<file path="src/rtl/wb_fwd_pipe.sv">
// wb_fwd_pipe: write-back tracking pipeline (E/M/W) for the pipelined CPU.
// The destination register and data source of each instruction are resolved
// at issue and carried down the pipe; W drives the GRF write port. The D stage
// gets forwarded rs/rt operands and a stall request on load-use / ALU-use.
//
// Ports:
//   clk, reset            rising-edge clock, async active-high reset
//   issue, flush          D instruction enters E / force a bubble into E
//   dst_sel, wd_sel       destination select / write-data source select
//   rt_addr, rd_addr, pc  D-stage destination candidates and PC
//   e_alu, m_mem          ALU result of E, memory read data of M
//   rs_rd, rt_rd          D-stage source register addresses
//   rs_grf, rt_grf        GRF read data for those sources
//   rs_fwd, rt_fwd        forwarded operands (combinational)
//   stall_req             D must hold, E captures a bubble (combinational)
//   grf_we/addr/wd        GRF write port, straight from W-stage registers
module wb_fwd_pipe #(
  parameter int WIDTH     = 32,
  parameter int AW        = 5,
  parameter int LINK_REG  = 31,
  parameter int PC_OFFSET = 8
) (
  input  logic             clk,
  input  logic             reset,
  input  logic             issue,
  input  logic             flush,
  input  logic [1:0]       dst_sel,
  input  logic [1:0]       wd_sel,
  input  logic [AW-1:0]    rt_addr,
  input  logic [AW-1:0]    rd_addr,
  input  logic [WIDTH-1:0] pc,
  input  logic [WIDTH-1:0] e_alu,
  input  logic [WIDTH-1:0] m_mem,
  input  logic [AW-1:0]    rs_rd,
  input  logic [AW-1:0]    rt_rd,
  input  logic [WIDTH-1:0] rs_grf,
  input  logic [WIDTH-1:0] rt_grf,
  output logic [WIDTH-1:0] rs_fwd,
  output logic [WIDTH-1:0] rt_fwd,
  output logic             stall_req,
  output logic             grf_we,
  output logic [AW-1:0]    grf_addr,
  output logic [WIDTH-1:0] grf_wd
);

  localparam logic [1:0] SEL_ALU  = 2'b00;
  localparam logic [1:0] SEL_MEM  = 2'b01;
  localparam logic [1:0] SEL_NONE = 2'b11;
  localparam logic [1:0] DST_RT   = 2'b00;
  localparam logic [1:0] DST_RD   = 2'b01;
  localparam logic [1:0] DST_LINK = 2'b10;

  // Stage registers. W carries no sel: its data is already final.
  logic             e_valid_r, m_valid_r, w_valid_r;
  logic [AW-1:0]    e_addr_r, m_addr_r, w_addr_r;
  logic [1:0]       e_sel_r, m_sel_r;
  logic [WIDTH-1:0] e_data_r, m_data_r, w_data_r;

  logic [1:0]       e_tnew_s, m_tnew_s;
  logic [AW-1:0]    cap_addr_s;
  logic             cap_valid_s;
  logic [WIDTH-1:0] cap_data_s;
  logic [WIDTH:0]   rs_res_s, rt_res_s;

  // Forwarding lookup: returns {stall, data}. Youngest matching stage wins;
  // a match that is not yet ready (tnew != 0) requests a stall.
  function automatic logic [WIDTH:0] fwd_lookup(
    input logic [AW-1:0]    src,
    input logic [WIDTH-1:0] grf,
    input logic             ev, input logic [AW-1:0] ea,
    input logic [1:0]       et, input logic [WIDTH-1:0] ed,
    input logic             mv, input logic [AW-1:0] ma,
    input logic [1:0]       mt, input logic [WIDTH-1:0] md,
    input logic             wv, input logic [AW-1:0] wa,
    input logic [WIDTH-1:0] wdat
  );
    logic [WIDTH:0] res;
    if (src == {AW{1'b0}}) begin
      res = {1'b0, grf};
    end else if (ev && (ea == src)) begin
      res = {(et != 2'b00), ed};
    end else if (mv && (ma == src)) begin
      res = {(mt != 2'b00), md};
    end else if (wv && (wa == src)) begin
      res = {1'b0, wdat};
    end else begin
      res = {1'b0, grf};
    end
    return res;
  endfunction

  // Tnew per stage: cycles until the carried value is final.
  always_comb begin
    case (e_sel_r)
      SEL_ALU: e_tnew_s = 2'd1;
      SEL_MEM: e_tnew_s = 2'd2;
      default: e_tnew_s = 2'd0;
    endcase
    if (m_sel_r == SEL_MEM) begin
      m_tnew_s = 2'd1;
    end else begin
      m_tnew_s = 2'd0;
    end
  end

  // Operand forwarding and stall request for both D-stage sources.
  always_comb begin
    rs_res_s = fwd_lookup(rs_rd, rs_grf, e_valid_r, e_addr_r, e_tnew_s, e_data_r,
                          m_valid_r, m_addr_r, m_tnew_s, m_data_r,
                          w_valid_r, w_addr_r, w_data_r);
    rt_res_s = fwd_lookup(rt_rd, rt_grf, e_valid_r, e_addr_r, e_tnew_s, e_data_r,
                          m_valid_r, m_addr_r, m_tnew_s, m_data_r,
                          w_valid_r, w_addr_r, w_data_r);
  end

  assign rs_fwd    = rs_res_s[WIDTH-1:0];
  assign rt_fwd    = rt_res_s[WIDTH-1:0];
  assign stall_req = rs_res_s[WIDTH] | rt_res_s[WIDTH];

  // Resolve the destination of the D instruction and decide if E captures it.
  always_comb begin
    case (dst_sel)
      DST_RT:   cap_addr_s = rt_addr;
      DST_RD:   cap_addr_s = rd_addr;
      DST_LINK: cap_addr_s = AW'(LINK_REG);
      default:  cap_addr_s = {AW{1'b0}};
    endcase
    cap_data_s  = pc + WIDTH'(PC_OFFSET);
    cap_valid_s = issue & ~flush & ~stall_req & (dst_sel != SEL_NONE) &
                  (wd_sel != SEL_NONE) & (cap_addr_s != {AW{1'b0}});
  end

  // E stage: captures the issued instruction or a clean bubble.
  always_ff @(posedge clk or posedge reset) begin
    if (reset) begin
      e_valid_r <= 1'b0;
      e_addr_r  <= {AW{1'b0}};
      e_sel_r   <= 2'b00;
      e_data_r  <= {WIDTH{1'b0}};
    end else if (cap_valid_s) begin
      e_valid_r <= 1'b1;
      e_addr_r  <= cap_addr_s;
      e_sel_r   <= wd_sel;
      e_data_r  <= cap_data_s;
    end else begin
      e_valid_r <= 1'b0;
      e_addr_r  <= {AW{1'b0}};
      e_sel_r   <= 2'b00;
      e_data_r  <= {WIDTH{1'b0}};
    end
  end

  // M stage: ALU results are picked up as the instruction leaves E.
  always_ff @(posedge clk or posedge reset) begin
    if (reset) begin
      m_valid_r <= 1'b0;
      m_addr_r  <= {AW{1'b0}};
      m_sel_r   <= 2'b00;
      m_data_r  <= {WIDTH{1'b0}};
    end else begin
      m_valid_r <= e_valid_r;
      m_addr_r  <= e_addr_r;
      m_sel_r   <= e_sel_r;
      m_data_r  <= (e_sel_r == SEL_ALU) ? e_alu : e_data_r;
    end
  end

  // W stage: load data is picked up as the instruction leaves M.
  always_ff @(posedge clk or posedge reset) begin
    if (reset) begin
      w_valid_r <= 1'b0;
      w_addr_r  <= {AW{1'b0}};
      w_data_r  <= {WIDTH{1'b0}};
    end else begin
      w_valid_r <= m_valid_r;
      w_addr_r  <= m_addr_r;
      w_data_r  <= (m_sel_r == SEL_MEM) ? m_mem : m_data_r;
    end
  end

  assign grf_we   = w_valid_r;
  assign grf_addr = w_addr_r;
  assign grf_wd   = w_data_r;

endmodule

</file>
<file path="config.mk">
export PLATFORM = sky130hd
export DESIGN_NAME = wb_fwd_pipe
export DESIGN_NICKNAME = d
export VERILOG_FILES = /design/src/rtl/wb_fwd_pipe.sv
export SDC_FILE = /design/constraint.sdc
export NUM_CORES = 1
export LEC_CHECK = 0
export ABC_CLOCK_PERIOD_IN_PS = 5490
export CAP_MARGIN = 40
export CORE_MARGIN = 1
export CORE_UTILIZATION = 46
export DETAILED_ROUTE_END_ITERATION = 10
export PLACE_DENSITY = 0.86
export SLEW_MARGIN = 10
export SYNTH_ARGS = -nofsm -noshare
export SYNTH_HDL_FRONTEND = slang
export SYNTH_SLANG_ARGS = --single-unit
</file>
<file path="constraint.sdc">
create_clock -name clk -period 5.49 [get_ports clk]
set_clock_uncertainty 0.1 [all_clocks]
set_input_delay 1.098 -clock clk [delete_from_list [all_inputs] [get_ports clk]]
set_output_delay 1.098 -clock clk [all_outputs]
set_load 0.005 [all_outputs]
</file>
==> run_results.csv, run 1 <==
group,metric,value,unit
outcome,status,"finished, final reports clean",
yosys,postSynthCellCount,825,
cells_and_area,area_growth,47.3,%
clock_tree,postCtsHoldBufs,0,
route,num_vias,8357,
clock_tree,root_buffer,"clkbuf_16",
route,via_per_inst,6.34,
cells_and_area,fin_nets,1278,
grt,first_global_vias,8621,
yosys,syn_avg_cell_area,9.52,µm²
critical_path,worstSetupEndpointType,"primary output",
grt,grt.total_usage,0.339,
sta,setup_tns,0,ns
critical_path,cp-start-kind,"input port",
cells_and_area,diodes,0,
floorplanning,fp-row-count,47,
clock_tree,clock-sinks,118,
critical_path,cp_max_fo,33,
place,routabilityCongestion,0.924,
floorplanning,die_y,133,µm
clock_tree,cts_tree,"done",
sta,period_minus_slack,5.15,ns
critical_path,cp.required,4.29,ns
route,dr.pass1.iters,6,
sta,rsz0062_at_grt,"no",
cells_and_area,layout_common_cells,"clkdlybuf4s50_1, dfrtp_1, nor2_1",
grt,grt_max_degree,65,
power,design_power_total,2.56,mW
floorplanning,dieArea,0.0176,mm²
sta,max_freq,194,MHz
yosys,synth_edf_count,0,
yosys,ys_async_sr_fraction,1.00,
power,irDropWorstVdd,0.000209,V
floorplanning,core,0.0166,mm²
route,ant_nets,0,
worst_hold_path,hold_depth,0,
yosys,synth_ff_type,"dfrtp_1",
yosys,ys_types,48,
place,dp_hpwl,20600,µm
clock_tree,ctsResizeCount,0,
sta,relSlewSlack,0.422,
clock_tree,clk_latency,0.42,ns
critical_path,crit_type,"in -> out",
sta,drv_slew,0,
clock_tree,clockBufferDepth,2,
cells_and_area,final_common_cell,"clkdlybuf4s50_1",
grt,antenna_found_initial,0,
power,p_leak,4.73,nW
critical_path,r2r_slack,2.72,ns
route,drc,0,
critical_path,r2r-start,"e_addr_r[2]$_DFF_PP0_",
floorplanning,ios,291,
clock_tree,cts.clk_slew.worst_paths,0.05,ns
power,pwr_density_cell,221,mW/mm²
sta,holdWs,0.342,ns
yosys,ys_seq_elements,118,
floorplanning,start_util,0.472,
route,wl_per_cell,22.4,µm
clock_tree,post_cts_buffers,0,
yosys,netlist_area,0.00785,mm²
place,dp_slack,0.424,ns
grt,grt_pass1_wl,46000,µm
floorplanning,die_x,133,µm
critical_path,rr_worst_depth,6,
sta,tightestPinTransition,0.868,ns
critical_path,rr_endpoint,"e_data_r[25]$_DFF_PP0_",
clock_tree,htree_levels,4,
run,cap_violations,0,
route,drt_iter0_markers,705,
sta,fin_crit_sh,0.938,
route,drt-total-wl,29500,µm
worst_hold_path,holdPathEnd,"m_sel_r[0]$_DFF_PP0_",
grt,overflow,0,
sta,finalHoldViolations,0,
clock_tree,numCtsBuffers,17,
critical_path,worst_ep_arrival_time,3.95,ns
yosys,yosysSeqAreaShare,0.376,
sta,setup_viol,0,
cells_and_area,drive_above_1_share,0.156,
yosys,synth_warnings,0,
sta,finalWorstSetupSlack,0.342,ns
place,port_buffers,290,
worst_hold_path,hold_class,"reg -> reg",
yosys,synth_nets,1014,
worst_hold_path,min_from,"e_sel_r[0]$_DFF_PP0_",
==> kinds of logic (layout without fill, tap and decap cells) <==
kind of cell             after synthesis  count (layout)  synth area share
AO/OA/AOI/OAI                        271             271             0.260
AND/OR/NAND/NOR                      202             202             0.149
flip-flops                           118             118             0.376
buffers and inverters                114             388            0.0599
multiplexers                          64              64            0.0918
XOR/XNOR                              55              55            0.0613
adder cells (fa/ha/maj)                1               1           0.00159
==> stage by stage <==
step	cell area (µm²)	instances	utilization
after floorplan	7850	825	-
after global placement	11000	1288	0.660
after detailed placement	11000	1289	0.662
after CTS	11500	1318	0.693
after global routing	11600	1319	0.695
final	11600	1319	0.695
==> report_power, final <==
part / internal (mW) / switching [mW] / total, mW / leakage (nW)
combinational: 0.329 / 0.222 / 0.551 / 2.96
sequential: 0.925 / 0.0446 / 0.969 / 1.50
clock: 0.647 / 0.389 / 1.04 / 0.266
total: 1.90 / 0.655 / 2.56 / 4.73
==> synth_stat cells (3+ instances only) <==
| master | count | share of area |
|---|---|---|
| nand3_1 | 11 | 0.0070 |
| or3_1 | 3 | 0.0024 |
| a22oi_1 | 64 | 0.061 |
| clkbuf_1 | 63 | 0.030 |
| or4_1 | 3 | 0.0029 |
| buf_6 | 5 | 0.0072 |
| inv_1 | 41 | 0.020 |
| o211a_1 | 61 | 0.078 |
| o21ai_0 | 62 | 0.040 |
| and4_1 | 5 | 0.0056 |
| xor2_1 | 18 | 0.020 |
| nand2_1 | 16 | 0.0076 |
| a21oi_1 | 5 | 0.0032 |
| nor4_1 | 6 | 0.0048 |
| mux2_2 | 64 | 0.092 |
| nor2_1 | 83 | 0.040 |
| nand4_1 | 10 | 0.0080 |
| o31ai_1 | 64 | 0.061 |
| nor3_2 | 36 | 0.046 |
| buf_2 | 4 | 0.0025 |
| xnor2_1 | 37 | 0.041 |
| dfrtp_1 | 118 | 0.38 |
| and3_1 | 6 | 0.0048 |
| nor3_1 | 6 | 0.0038 |
==> flip-flops by register name (all words and copies together), names as in the netlist <==
signal	cells
e_data_r	32
grf_wd	32
m_data_r	32
e_addr_r	5
grf_addr	5
m_addr_r	5
e_sel_r	2
m_sel_r	2
e_valid_r	1
grf_we	1
m_valid_r	1
==> how the worst max path moves through the flow <==
stage | startpoint | end | slack (ns) | depth (start not counted)
CTS | rs_rd[2] | rs_fwd[26] | 0.40 | 7
floorplan | reset | e_addr_r[0]$_DFF_PP0_ | 1.16 | 1
detailed placement | rt_rd[0] | rt_fwd[4] | 0.42 | 8
global route | rt_rd[0] | rt_fwd[17] | 0.30 | 8
finish | rt_rd[0] | rt_fwd[17] | 0.34 | 8
global placement | rs_rd[2] | rs_fwd[26] | 0.45 | 7
==> metal layers <==
layer,up-vias,wire (µm),part of all wire,GRT usage
li1,3582,-,-,-
met1,3981,10800,0.37,0.397
met2,642,14000,0.47,0.566
met3,152,3180,0.11,0.0808
met4,0,1530,0.052,0.201
met5,-,0,0,0
==> area by class of cell <==
type / instances / area (µm²)
clock buffers: 24 / 482
clock inverters: 5 / 50.0
fillers: 1265 / 5070
inverters: 41 / 156
multi-input cells: 593 / 4490
flip-flops and latches: 118 / 2950
well taps: 220 / 275
repair buffers: 318 / 3170
==> critical path, cell delays in order <==
cell and delay, ns:
clkdlybuf4s50_1 0.63, xnor2_1 0.19, nand4bb_1 0.15, or2_2 0.53, buf_12 0.26, o211a_1 0.14, o31ai_1 0.35, clkdlybuf4s50_1 0.57
No activity file was read; power rests on OpenSTA's default activity.
==> run 2, diff against run 1 <==
Settings changed: CAP_MARGIN 40 to not set.
==> run_results.csv, run 2 (synthesis results as in run 1) <==
group,metric,value,unit
critical_path,slowest_stage,"clkdlybuf4s50_1",
cells_and_area,diodes,0,
sta,period_minus_slack,5.20,ns
critical_path,rr_endpoint,"e_data_r[25]$_DFF_PP0_",
critical_path,cp_max_fo,33,
cells_and_area,final_common_cell,"clkdlybuf4s50_1",
critical_path,r2r-start,"e_addr_r[0]$_DFF_PP0_",
critical_path,slowest_delay,0.62,ns
critical_path,crit_top_cell,"clkdlybuf4s50_1",
floorplanning,fp-row-count,47,
sta,relSlewSlack,0.171,
sta,rsz0062_at_grt,"no",
route,drc,0,
place,routabilityCongestion,0.924,
power,p_leak,4.74,nW
route,wl_per_cell,22.4,µm
floorplanning,dieArea,0.0176,mm²
grt,first_global_vias,8443,
clock_tree,postCtsHoldBufs,0,
clock_tree,cts_tree,"done",
route,dr.pass1.iters,5,
clock_tree,root_buffer,"clkbuf_16",
cells_and_area,area_growth,48.1,%
clock_tree,clockBufferDepth,2,
critical_path,r2r_slack,2.65,ns
cells_and_area,seq_area,0.00295,mm²
place,place_area,0.0110,mm²
sta,fin_crit_sh,0.948,
grt,grt_pass1_wl,45800,µm
sta,tightestPinTransition,1.24,ns
route,wl_met1,10800,µm
run,cap_violations,0,
route,via_per_inst,6.34,
cells_and_area,fin_nets,1276,
critical_path,crit_family,"buffers and inverters",
cells_and_area,fin_area,0.0116,mm²
cells_and_area,finalNonFillerCells,1320,
sta,setup_tns,0,ns
floorplanning,die_x,133,µm
critical_path,cp-start-kind,"input port",
floorplanning,start_util,0.472,
floorplanning,ios,291,
clock_tree,clock-sinks,118,
clock_tree,htree_levels,4,
cells_and_area,multi_input_area,0.00449,mm²
clock_tree,cts.clk_slew.worst_paths,0.05,ns
grt,overflow,0,
critical_path,rr_worst_depth,6,
clock_tree,numCtsBuffers,17,
route,drt-total-wl,29500,µm
clock_tree,post_cts_buffers,0,
power,pwr_density_cell,237,mW/mm²
critical_path,crit_chain,"clkdlybuf4s50_1 -> xnor2_1 -> nand4bb_1 -> or2_2 -> buf_12 -> o211a_1 -> o31ai_1 -> clkdlybuf4s50_1",
critical_path,crit_type,"in -> out",
worst_hold_path,min_from,"e_sel_r[0]$_DFF_PP0_",
sta,finalHoldViolations,0,
floorplanning,die_y,133,µm
place,port_buffers,290,
cells_and_area,nFillCells,1239,
route,routed-wl-met3,3080,µm
grt,antenna_found_initial,0,
place,placed_cells,1288,
route,dr.max_layer_used,"met4",
route,num_vias,8371,
route,met2_length,14200,µm
grt,grt_max_degree,65,
sta,drv_slew,0,
clock_tree,ctsResizeCount,0,
worst_hold_path,holdPathEnd,"m_sel_r[0]$_DFF_PP0_",
route,ant_nets,0,
clock_tree,clk_latency,0.43,ns
cells_and_area,layout_common_cells,"clkdlybuf4s50_1, dfrtp_1, nor2_1",
cells_and_area,drive_above_1_share,0.159,
worst_hold_path,hold_class,"reg -> reg",
sta,setup_viol,0,
critical_path,cp.required,4.29,ns
sta,max_freq,192,MHz
place,dp_hpwl,20400,µm
floorplanning,core,0.0166,mm²
power,irDropWorstVdd,0.000208,V
worst_hold_path,hold_depth,0,
route,drt_iter0_markers,821,
grt,grt.total_usage,0.338,
critical_path,path_buf_inv,3,
critical_path,worst_ep_arrival_time,4.01,ns
critical_path,worstSetupEndpointType,"primary output",
outcome,status,"finished, final reports clean",
cells_and_area,utilization,0.699,
run 2: cell count changes in the layout (fill, tap and decap cells not counted), sizes merged:
cell / before / now
buf: 28 / 26
clkinvlp: 0 / 4
bufinv: 1 / 5
clkbuf: 24 / 19
run 2: layer usage:
| metal | track usage | vias up |
|---|---|---|
| met5 | 0 | - |
| met4 | 0.202 | 0 |
| met3 | 0.0713 | 128 |
| met2 | 0.560 | 651 |
| met1 | 0.404 | 4008 |
| li1 | - | 3584 |
run 2: power breakdown:
part,switching [mW],leakage (nW),internal (mW)
sequential,0.0447,1.50,0.924
combinational,0.221,2.94,0.325
clock,0.429,0.305,0.815
run 2: worst max path at each step:
stage	startpoint	endpoint	slack, ns	depth (start not counted)
after floorplan	reset	e_addr_r[0]$_DFF_PP0_	1.16	1
after global placement	rs_rd[2]	rs_fwd[26]	0.45	7
after detailed placement	rs_rd[2]	rs_fwd[26]	0.42	7
after CTS	rt_rd[0]	rt_fwd[14]	0.34	8
after global routing	rt_rd[0]	rt_fwd[14]	0.21	8
final	rt_rd[0]	rt_fwd[14]	0.29	8
run 2: area by class of cell:
class | instances | share of cell area
Multi-Input combinational cell | 593 | 0.386
Timing Repair Buffer | 316 | 0.267
Sequential cell | 118 | 0.254
Clock buffer | 19 | 0.0381
Tap cell | 220 | 0.0237
Clock inverter | 13 | 0.0175
Inverter | 41 | 0.0134
run 2: per-stage QoR:
step           setup WS [ns]  hold WS (ns)  power (mW)
6_report               0.286         0.332        2.76
4_1_cts                0.336         0.331        2.75
5_1_grt                0.206         0.337        2.84
2_1_floorplan           1.16         0.254        1.19
3_3_place_gp           0.454         0.315        1.51
3_5_place_dp           0.422         0.317        1.52
==> run 3, diff against run 2 <==
Settings changed: CELL_PAD_IN_SITES_DETAIL_PLACEMENT set to 1, CELL_PAD_IN_SITES_GLOBAL_PLACEMENT set to 1, CORE_UTILIZATION 46 to 33, PLACE_DENSITY 0.86 to 0.84.
==> run_results.csv, run 3 (synthesis results as in run 1) <==
group,metric,value,unit
outcome,status,"finished, final reports clean",
place,placed_cells,1387,
route,drt_iter0_markers,344,
sta,tightestPinTransition,0.771,ns
cells_and_area,fin_nets,1277,
route,drt-total-wl,33300,µm
sta,max_freq,196,MHz
cells_and_area,layout_common_cells,"clkdlybuf4s50_1, dfrtp_1, nor2_1",
grt,antenna_found_initial,3,
grt,grt_pass1_wl,50600,µm
sta,fin_crit_sh,0.931,
floorplanning,ios,291,
power,p_leak,4.74,nW
sta,relSlewSlack,0.486,
critical_path,cp.required,4.29,ns
sta,setup_viol,0,
critical_path,cp_max_fo,24,
place,routabilityCongestion,0.857,
run,cap_violations,0,
clock_tree,clockBufferDepth,2,
floorplanning,dieArea,0.0244,mm²
place,dp_hpwl,23600,µm
worst_hold_path,min_from,"e_valid_r$_DFF_PP0_",
critical_path,worstSetupEndpointType,"primary output",
floorplanning,fp-row-count,56,
cells_and_area,fin_area,0.0118,mm²
cells_and_area,finalNonFillerCells,1423,
floorplanning,die_y,156,µm
grt,first_global_vias,8705,
worst_hold_path,hold_class,"reg -> reg",
sta,finalHoldViolations,0,
critical_path,r2r-start,"e_addr_r[0]$_DFF_PP0_",
grt,grt.total_usage,0.275,
sta,finalWorstSetupSlack,0.377,ns
place,dp_slack,0.373,ns
route,num_vias,8069,
grt,grt_max_degree,64,
clock_tree,numCtsBuffers,17,
sta,setup_tns,0,ns
clock_tree,postCtsHoldBufs,0,
clock_tree,cts_tree,"done",
clock_tree,htree_levels,4,
clock_tree,cts.clk_slew.worst_paths,0.05,ns
clock_tree,ctsResizeCount,0,
clock_tree,post_cts_buffers,0,
clock_tree,clk_latency,0.41,ns
route,via_per_inst,5.67,
place,place_area,0.0112,mm²
place,port_buffers,290,
cells_and_area,final_common_cell,"clkdlybuf4s50_1",
power,irDropWorstVdd,0.000173,V
route,wl_per_cell,23.4,µm
power,pwr_density_cell,225,mW/mm²
cells_and_area,utilization,0.503,
route,dr.pass1.iters,5,
critical_path,crit_type,"in -> out",
critical_path,worst_ep_arrival_time,3.91,ns
sta,period_minus_slack,5.11,ns
grt,overflow,0,
floorplanning,start_util,0.336,
sta,rsz0062_at_grt,"no",
clock_tree,clock-sinks,118,
floorplanning,core,0.0234,mm²
route,drc,0,
route,ant_nets,0,
cells_and_area,area_growth,49.9,%
floorplanning,die_x,156,µm
critical_path,cp-start-kind,"input port",
critical_path,cp-startpoint,"rs_rd[2]",
sta,drv_slew,0,
cells_and_area,drive_above_1_share,0.163,
clock_tree,root_buffer,"clkbuf_16",
## run 3: cell types whose count changed in the layout (fill, tap and decap cells not counted)
| cell | previous run | this run |
|---|---|---|
| buf_12 | 1 | 6 |
| nand2b_2 | 0 | 2 |
| diode_2 | 0 | 3 |
| clkinv_4 | 1 | 3 |
| clkinvlp_4 | 4 | 5 |
| bufinv_16 | 5 | 2 |
| nand2b_1 | 2 | 0 |
| or2_1 | 1 | 0 |
| inv_6 | 0 | 2 |
| buf_4 | 25 | 21 |
| or2_2 | 3 | 4 |
| clkbuf_8 | 1 | 0 |
| clkbuf_1 | 1 | 0 |
## run 3: cell type report
type / count / area, µm²
inverter: 41 / 156
clock inverter: 15 / 156
timing repair buffer: 317 / 3180
clock buffer: 17 / 425
multi-input combinational: 593 / 4490
fill: 2628 / 11600
antenna: 3 / 7.51
sequential: 118 / 2950
tap: 319 / 399
## run 3: per-layer routing
metal	vias to the layer above	share of wire	GRT usage
met3	51	0.061	0.0476
li1	3590	-	-
met2	334	0.51	0.486
met5	-	0	0
met4	0	0.025	0.110
met1	4094	0.40	0.330
## run 3: worst paths after layout
path                                     endpoint  cells past startpoint  slack, ns
max                                     rs_fwd[0]                      8       0.38
min                           m_valid_r$_DFF_PP0_                      0       0.33
max reg2reg                e_data_r[29]$_DFF_PP0_                      6       2.61
min reg2reg                   m_valid_r$_DFF_PP0_                      0       0.33
max in group asynchronous    grf_wd[19]$_DFF_PP0_                      3       3.23
min in group asynchronous   m_data_r[4]$_DFF_PP0_                      2       1.09
## run 3: worst max-delay path: stages
cell and delay (ns):
clkdlybuf4s50_1 0.62, xnor2_1 0.16, nand4_1 0.18, or2_2 0.45, buf_4 0.29, o211a_1 0.25, o31ai_1 0.27, clkdlybuf4s50_1 0.58
## run 3: per-stage QoR
step           hold slack [ns]  power, mW
2_1_floorplan            0.254       1.19
5_1_grt                  0.350       2.75
3_3_place_gp             0.315       1.52
3_5_place_dp             0.323       1.54
6_report                 0.330       2.65
4_1_cts                  0.328       2.67
## run 3: report_power, final
part | total, mW | switching, mW | internal (mW)
logic | 0.557 | 0.230 | 0.327
clock network | 1.12 | 0.450 | 0.670
registers | 0.969 | 0.0448 | 0.924
